## src/rtl/rvfi_pkg.sv

```systemverilog
// rvfi_pkg
//   Shared types and constants for the RVFI commit tracker.
//   rvfi_rec_t carries every field the rvfi_itf monitor consumes for one
//   retired instruction.
package rvfi_pkg;

   localparam int XLEN   = 32;
   localparam int REG_AW = 5;

   typedef struct packed {
      logic [XLEN-1:0]   inst;
      logic              trap;
      logic [REG_AW-1:0] rs1_addr;
      logic [REG_AW-1:0] rs2_addr;
      logic [XLEN-1:0]   rs1_rdata;
      logic [XLEN-1:0]   rs2_rdata;
      logic              load_regfile;
      logic [REG_AW-1:0] rd_addr;
      logic [XLEN-1:0]   rd_wdata;
      logic [XLEN-1:0]   pc_rdata;
      logic [XLEN-1:0]   pc_wdata;
      logic [XLEN-1:0]   mem_addr;
      logic [3:0]        mem_rmask;
      logic [3:0]        mem_wmask;
      logic [XLEN-1:0]   mem_rdata;
      logic [XLEN-1:0]   mem_wdata;
   } rvfi_rec_t;

endpackage

```

## src/rtl/rvfi_watchdog.sv

```systemverilog
// rvfi_watchdog
//   Saturating idle counter with a sticky timeout flag. The count clears on
//   every commit and otherwise increments; timeout_o latches once the count
//   reaches CYCLES and holds until reset.
// Ports:
//   clk       - clock, rising edge
//   rst       - asynchronous active-low reset
//   commit_i  - registered commit pulse from the tracker
//   timeout_o - sticky no-commit timeout flag
module rvfi_watchdog #(
   parameter int CYCLES = 10000
) (
   input  logic clk,
   input  logic rst,
   input  logic commit_i,
   output logic timeout_o
);

   localparam int CW = $clog2(CYCLES + 1);

   logic [CW-1:0] cnt_q, cnt_d;
   logic          timeout_q, timeout_d;

   always_comb begin
      cnt_d     = cnt_q;
      timeout_d = timeout_q;
      if (commit_i) begin
         cnt_d = '0;
      end else if (cnt_q != CW'(CYCLES)) begin
         cnt_d = cnt_q + 1'b1;
      end
      if (cnt_d == CW'(CYCLES)) begin
         timeout_d = 1'b1;
      end
   end

   always_ff @(posedge clk or negedge rst) begin
      if (!rst) begin
         cnt_q     <= '0;
         timeout_q <= 1'b0;
      end else begin
         cnt_q     <= cnt_d;
         timeout_q <= timeout_d;
      end
   end

   assign timeout_o = timeout_q;

endmodule

```

## src/rtl/rvfi_commit_tracker.sv

```systemverilog
// rvfi_commit_tracker
//   Carries one RVFI record per in-flight instruction in a slot array that
//   shifts with the pipeline, merges execute/memory annotations into the
//   record at EX_STAGE/MEM_STAGE, and emits one registered commit per retired
//   instruction together with order, halt and (optionally) watchdog flags.
//   Optional feature: define RVFI_WATCHDOG_EN to build the rvfi_watchdog
//   idle counter; otherwise wdog_timeout is tied to 0.
// Ports:
//   clk, rst                     - clock (rising), async active-low reset
//   advance, flush               - pipeline advance (not stalled), squash
//   ins_*                        - instruction entering slot 0
//   ex_*                         - execute annotation at EX_STAGE
//   mem_*                        - memory annotation at MEM_STAGE
//   wb_*                         - writeback values sampled at retire
//   commit, order, rec           - registered commit pulse, index, record
//   halt, wdog_timeout           - sticky loop flag, sticky idle timeout
//
// Handshake: there is no back-pressure. A record moves one slot on every edge
// where advance=1; commit is a single-cycle valid with no ready, asserted in
// the cycle after the edge that retired slot STAGES-1.
module rvfi_commit_tracker
   import rvfi_pkg::*;
#(
   parameter int STAGES          = 5,
   parameter int EX_STAGE        = 2,
   parameter int MEM_STAGE       = 3,
   parameter int FLUSH_STAGES    = 2,
   parameter int ORDER_W         = 64,
   parameter int WATCHDOG_CYCLES = 10000
) (
   input  logic               clk,
   input  logic               rst,
   input  logic               advance,
   input  logic               flush,
   input  logic               ins_valid,
   input  logic [31:0]        ins_inst,
   input  logic [31:0]        ins_pc,
   input  logic               ex_we,
   input  logic [4:0]         ex_rs1_addr,
   input  logic [4:0]         ex_rs2_addr,
   input  logic [31:0]        ex_rs1_rdata,
   input  logic [31:0]        ex_rs2_rdata,
   input  logic [31:0]        ex_pc_wdata,
   input  logic               ex_trap,
   input  logic               mem_we,
   input  logic [31:0]        mem_addr,
   input  logic [3:0]         mem_rmask,
   input  logic [3:0]         mem_wmask,
   input  logic [31:0]        mem_rdata,
   input  logic [31:0]        mem_wdata,
   input  logic               wb_load_regfile,
   input  logic [4:0]         wb_rd_addr,
   input  logic [31:0]        wb_rd_wdata,
   output logic               commit,
   output logic [ORDER_W-1:0] order,
   output rvfi_rec_t          rec,
   output logic               halt,
   output logic               wdog_timeout
);

   localparam int LAST = STAGES - 1;

   rvfi_rec_t             slot_q [STAGES];
   rvfi_rec_t             slot_d [STAGES];
   rvfi_rec_t             ann    [STAGES];
   logic [STAGES-1:0]     vld_q, vld_d;

   rvfi_rec_t             rec_q, rec_d;
   logic                  commit_q, commit_d;
   logic [ORDER_W-1:0]    order_q, order_d;
   logic                  halt_q, halt_d;
   logic                  retire;

   always_comb begin
      // Annotation is applied before the shift so a record written on an
      // advancing edge carries the new fields into index+1.
      for (int i = 0; i < STAGES; i++) begin
         ann[i] = slot_q[i];
      end
      if (ex_we && vld_q[EX_STAGE]) begin
         ann[EX_STAGE].rs1_addr  = ex_rs1_addr;
         ann[EX_STAGE].rs2_addr  = ex_rs2_addr;
         ann[EX_STAGE].rs1_rdata = ex_rs1_rdata;
         ann[EX_STAGE].rs2_rdata = ex_rs2_rdata;
         ann[EX_STAGE].pc_wdata  = ex_pc_wdata;
         ann[EX_STAGE].trap      = ex_trap;
      end
      if (mem_we && vld_q[MEM_STAGE]) begin
         ann[MEM_STAGE].mem_addr  = mem_addr;
         ann[MEM_STAGE].mem_rmask = mem_rmask;
         ann[MEM_STAGE].mem_wmask = mem_wmask;
         ann[MEM_STAGE].mem_rdata = mem_rdata;
         ann[MEM_STAGE].mem_wdata = mem_wdata;
      end

      if (advance) begin
         slot_d[0]          = '0;
         slot_d[0].inst     = ins_inst;
         slot_d[0].pc_rdata = ins_pc;
         vld_d[0]           = ins_valid;
         for (int i = 1; i < STAGES; i++) begin
            slot_d[i] = ann[i-1];
            vld_d[i]  = vld_q[i-1];
         end
      end else begin
         for (int i = 0; i < STAGES; i++) begin
            slot_d[i] = ann[i];
         end
         vld_d = vld_q;
      end

      // Flush wins over insertion in the low slots; the record that would
      // have shifted out of the flushed region becomes a bubble.
      if (flush) begin
         for (int i = 0; i < FLUSH_STAGES; i++) begin
            vld_d[i] = 1'b0;
         end
         if (advance) begin
            vld_d[FLUSH_STAGES] = 1'b0;
         end
      end
   end

   assign retire = advance & vld_q[LAST];

   always_comb begin
      rec_d    = rec_q;
      commit_d = retire;
      order_d  = order_q + ORDER_W'(commit_q);
      halt_d   = halt_q;
      if (retire) begin
         rec_d              = ann[LAST];
         rec_d.load_regfile = wb_load_regfile;
         rec_d.rd_addr      = wb_load_regfile ? wb_rd_addr : '0;
         rec_d.rd_wdata     = (wb_load_regfile && (wb_rd_addr != '0)) ? wb_rd_wdata : '0;
         // A self-targeting jump means the program is parked in a loop.
         if (rec_d.pc_wdata == rec_d.pc_rdata) begin
            halt_d = 1'b1;
         end
      end
   end

   always_ff @(posedge clk or negedge rst) begin
      if (!rst) begin
         for (int i = 0; i < STAGES; i++) begin
            slot_q[i] <= '0;
         end
         vld_q    <= '0;
         rec_q    <= '0;
         commit_q <= 1'b0;
         order_q  <= '0;
         halt_q   <= 1'b0;
      end else begin
         for (int i = 0; i < STAGES; i++) begin
            slot_q[i] <= slot_d[i];
         end
         vld_q    <= vld_d;
         rec_q    <= rec_d;
         commit_q <= commit_d;
         order_q  <= order_d;
         halt_q   <= halt_d;
      end
   end

   assign commit = commit_q;
   assign order  = order_q;
   assign rec    = rec_q;
   assign halt   = halt_q;

`ifdef RVFI_WATCHDOG_EN
   rvfi_watchdog #(
      .CYCLES (WATCHDOG_CYCLES)
   ) u_wdog (
      .clk       (clk),
      .rst       (rst),
      .commit_i  (commit_q),
      .timeout_o (wdog_timeout)
   );
`else
   logic unused_wdog_cycles;
   assign unused_wdog_cycles = ^WATCHDOG_CYCLES;
   assign wdog_timeout       = 1'b0;
`endif

endmodule

```

## config.mk

```make
export PLATFORM = sky130hd
export DESIGN_NAME = rvfi_commit_tracker
export DESIGN_NICKNAME = d
export VERILOG_FILES = /design/src/rtl/rvfi_pkg.sv /design/src/rtl/rvfi_watchdog.sv /design/src/rtl/rvfi_commit_tracker.sv
export SDC_FILE = /design/constraint.sdc
export NUM_CORES = 2
export LEC_CHECK = 0
export ABC_AREA = 0
export CAP_MARGIN = 25
export CORE_UTILIZATION = 40
export CTS_BUF_LIST = sky130_fd_sc_hd__clkbuf_4
export DETAILED_ROUTE_END_ITERATION = 8
export PLACE_DENSITY = 0.72
export REMOVE_ABC_BUFFERS = 1
export SYNTH_ARGS = -nofsm -noshare
export SYNTH_HDL_FRONTEND = slang
export SYNTH_SLANG_ARGS = --single-unit
```

## constraint.sdc

```tcl
create_clock -name clk -period 2.6 [get_ports clk]
set_clock_uncertainty 0.1 [all_clocks]
set_input_delay 0.39 -clock clk [delete_from_list [all_inputs] [get_ports clk]]
set_output_delay 0.39 -clock clk [all_outputs]
set_load 0.02 [all_outputs]
```

### After elaboration in Yosys (flattened, before gate mapping)

Index checks and enable logic that the tools add are counted.

| cells by class | value |
|---|---|
| eq/ne operators | 1 |
| $add $sub $neg | 1 |
| reduce and logical (&&, ||, !) cells | 6 |
| mux-type cells | 9 |
| bitwise operators | 1 |

Operator list:

| kind | number |
|---|---|
| 907-bit 2-to-1 mux | 1 |
| 104-bit 2-to-1 mux | 1 |
| 75-bit 2-to-1 mux | 1 |
| 64-bit by 1-bit adder with 64-bit output | 1 |
| 32-bit 2-to-1 mux | 2 |
| 32-bit == test | 1 |
| 3-bit 2-to-1 mux | 2 |
| 5-bit 2-to-1 mux | 1 |
| 5-bit nonzero test | 1 |
| 1-bit logical AND | 3 |
| 2-bit AND reduction | 1 |
| 2-bit nonzero test | 1 |
| 1-bit AND | 1 |
| 1-bit 2-to-1 mux | 1 |

| word-level totals | value |
|---|---|
| output and inout bits | 380 |
| word-level logic and storage cells | 78 |
| bits in registers | 1233 |
| bits of input ports | 320 |

### Depth between registers and ports, before layout

| logic depth | value |
|---|---|
| depth in word-level cells | 3 |
| gate-level depth with buffers | 8 |
| depth with buffers taken out | 7 |

### Least setup slack after synthesis

No wires, ideal clock.

| path | value |
|---|---|
| path type | register to register |
| start point | reg order_q[0], in the netlist order[0] |
| end point | reg order_q[40], in the netlist order[40] |
| arrival time | 1.929 ns |
| path buffers | 0 |
| period minus slack after synthesis | 2.160 ns |
| library setup time | 0.131 ns |
| path slack | 0.440 ns |
| required time | 2.369 ns |
| cell stages (with the launch flop) | 8 |
| cell sequence | dfrtp_1 -> ha_1 -> ha_1 -> nand4_1 -> nor4_2 -> nand3_1 -> or2_2 -> xnor2_1 |

| between the ends | value |
|---|---|
| longest elaborated chain between the ends | 1 |

Ends and longest elaborated chain:

| item | line | source |
|---|---|---|
| start, declared | rvfi_commit_tracker.sv:70 | `logic [ORDER_W-1:0] order_q, order_d;` |
| start signal, assigned | rvfi_commit_tracker.sv:160 | `order_q <= order_d;` |
| 64-bit by 1-bit adder with 64-bit output | rvfi_commit_tracker.sv:129 | `order_d = order_q + ORDER_W'(commit_q);` |
| named net order_d[40] | rvfi_commit_tracker.sv:70 |  |

The timed path passes the listed nets, and every way through them passes these cells.
A chain may end at the register's enable or synchronous reset.

### Worst setup path in the final report

| path | value |
|---|---|
| start point | reg order_q[50], in the netlist order[50] |
| end point | out order[50] |

RTL lines:

| item | line | source |
|---|---|---|
| end, declared | rvfi_commit_tracker.sv:55 | `output logic [ORDER_W-1:0] order,` |

No word-level cell between the ends.

==> reports/metrics.csv <==
metric,value,unit
element type at the critical path start,flip-flop,
Port Buffer Count,698,
Total GRT Usage,20.3,%
required time of the critical path,2.11,ns
Layout area overhead,34.9,%
worst flop-to-flop path endpoint,halt$_DFFE_PN0P_,
Overflow after GRT,0,
clk buf depth,4,
Total Power,51.0,mW
syn_area_per_cell,12.1,um^2
"Setup Fix Bufs, Post-CTS",0,
RSZ-0062 raised after global routing,no,
Hold Path Depth,2,
Worst R2R Path Depth,6,
die area,118000,um^2
drt wl/cell,17.5,um
worst slew pin tran,0.730,ns
hpwl dp,77800,um
final hold vios,0,
sequential power share,47.9,%
Worst path top cell family by delay,flip-flops,
Routed Antenna Nets,0,
PD cells,813,nW/um^2
Leak,32.2,nW
Comb pwr share,20.2,%
row count,124,
register bit total from synthesis,1233,
deepest level of the CTS H-tree,5,
Avg Vias per Cell,4.83,
top cell type's share of synthesized area,66.4,%
Clock Power Share,31.9,%
Synth Instances,3852,
die width,343,um
max incr delay on CP,0.46,ns
outcome,finished clean,
critical path class,flip-flop to primary output,
fillers,9625,
Synth area leader,dfrtp_1,
worst path cell trace,clkdlybuf4s15_1,
top post-synthesis cells by count,"dfrtp_1, nand2_1, nor2_1",
Syn. warnings,0,
initial antenna violation count,23,
Max-slew headroom,51.3,%
DRT iter0 DRCs,1753,
minimum clock period,2.43,ns
"Clk pin slew, worst setup/hold paths",0.06,ns
GPL Wtd Cong,0.898,
"Seq/Total Area, Yosys",66.4,%
DRT Wirelength,120000,um
worst-path maximum fanout,6,
switching part of the total,30.2,%
Max IR drop VDD,0.000561,V
Synth area leaders,"dfrtp_1, mux2_2, nand2_1",
Fin Setup TNS,0,ns
"Primary FF master, synth",dfrtp_1,
DR vias,32900,
CP arrival,1.94,ns
Post-synth ARST share,100,%
Internal Power,35.6,mW
Nets,5421,
"reg-to-reg slack, setup",0.38,ns
first-pass GRT wire length,188000,um
fin crit share,93.5,%
core box area,115000,um^2
f_max,411,MHz
hold endpoint,rec[62]$_DFFE_PN0P_,
layout cells sized above 1,20.2,%
max cap viols,0,
design area,62700,um^2
hold path start,ann[62]$_DFFE_PN0P_,
CP bufs+invs,1,
Num CTS Buffers,332,
"count leader, synth",dfrtp_1,
dpl ws,0.255,ns
DRC Markers,0,
CTS root buf,clkbuf_4,
synthesized area,46500,um^2
hold_ws,0.284,ns
drt pass-1 iters,5,
Psw,15.4,mW
largest net degree at the start of global routing,150,
Synth cell types,34,
Area after DPL,55900,um^2
Sink Count,1233,
Multi-input gate area,14800,um^2
slowest cell on the critical path,dfrtp_1,
worst skew pair latency,1.15,ns
final setup margin,0.170,ns
num ports,700,
worst reg2reg startpoint,ann[148]$_DFFE_PN0P_,
initial core utilization,40.5,%
Min-Delay Path Class,flip-flop to flip-flop,
crit end category,primary output,
CTS tree,yes,
Die Ht,343,um
"Setup violations, final",0,
Reg area,30900,um^2
number of synthesized flops with an enable pin,0,
vias in the first global route,34600,
Final Max Tran Viols,0,
[logic make-up after synthesis]
| kind of cell | share of synthesized area, % |
|---|---|
| adders and majority gates | 0.0538 |
| AOI/OAI and AO/OA | 2.92 |
| DFF | 66.4 |
| buffers and inverters | 1.80 |
| xor gates and xnor gates | 1.77 |
| muxes | 15.0 |
| other | 0.00807 |
| and+or+nand+nor | 12.1 |
[stage by stage]
step | instances | util [%]
6_report | 6817 | 54.6
2_1_floorplan | 3641 | -
3_5_place_dp | 5952 | 48.7
5_1_grt | 6817 | 54.6
4_1_cts | 6801 | 54.6
3_3_place_gp | 5952 | 48.7
[how the worst max path moves through the flow]
stage,startpoint,to,slack [ns],depth (start not counted)
finish,order[50]$_DFF_PN0_,order[50],0.17,1
global route,order[50]$_DFF_PN0_,order[50],0.003,1
CTS,order[50]$_DFF_PN0_,order[50],0.0003,1
detailed placement,ann[148]$_DFFE_PN0P_,halt$_DFFE_PN0P_,0.26,6
global placement,ann[148]$_DFFE_PN0P_,halt$_DFFE_PN0P_,0.31,6
floorplan,advance,rec[168]$_DFFE_PN0P_,-11.58,5
[layout by cell type (no fill, tap or decap), types with 11 or more instances in the layout]
master              n
clkdlybuf4s50_1   317
nor2_1            452
xor2_1             58
nand2_1           857
dlygate4sd2_1     339
diode_2            16
xnor2_1            36
buf_4              57
nand3_1            31
dfrtp_1          1229
buf_12             44
dlygate4sd3_1     324
mux2_2            429
mux2i_1           213
nor4_1             15
nor3_1             11
a21oi_1           211
clkdlybuf4s15_2    24
nand4_1            25
clkbuf_4          473
clkdlybuf4s15_1    16
clkinv_1           32
a22o_1             32
[flip-flops by register name, indices dropped and copies added (netlist names), named ones only]
signal,cells
ann,638
commit,1
halt,1
order,64
rec,313
slot_q,211
vld_q,4
[area by class of cell]
class / count / area share [%]
flip-flops and latches: 1233 / 49.2
multi-input cells: 2401 / 23.6
repair buffers: 1124 / 17.9
clock buffers: 473 / 5.66
well taps: 1512 / 3.02
clock inverters: 51 / 0.497
diodes: 16 / 0.0639
inverters: 7 / 0.0539
[power groups by stage]
stage / Clock [mW] / Sequential, mW / Combinational, mW
finish: 16.3 / 24.4 / 10.3
global route: 17.9 / 24.8 / 11.1
CTS: 16.9 / 24.4 / 10.3
detailed placement: 0 / 24.8 / 11.1
global placement: 0 / 24.7 / 10.9
floorplan: 0 / 26.5 / 2.99
[layer usage]
layer,routed length [um],global-route usage [%],up-vias
met5,89,0,-
met4,3420,8.55,14
met3,7850,5.65,234
met2,58300,33.2,986
met1,50000,25.2,16300
li1,-,-,15400
[what timing repair did]
action / 4_1_cts / 5_1_grt
endpoints found under the hold margin: 2391 / 0
setup endpoints to repair: 379 / 0
hold buffers: 325 / 0
resized for setup: 447 / 0
No activity file was read; power rests on OpenSTA's default activity.
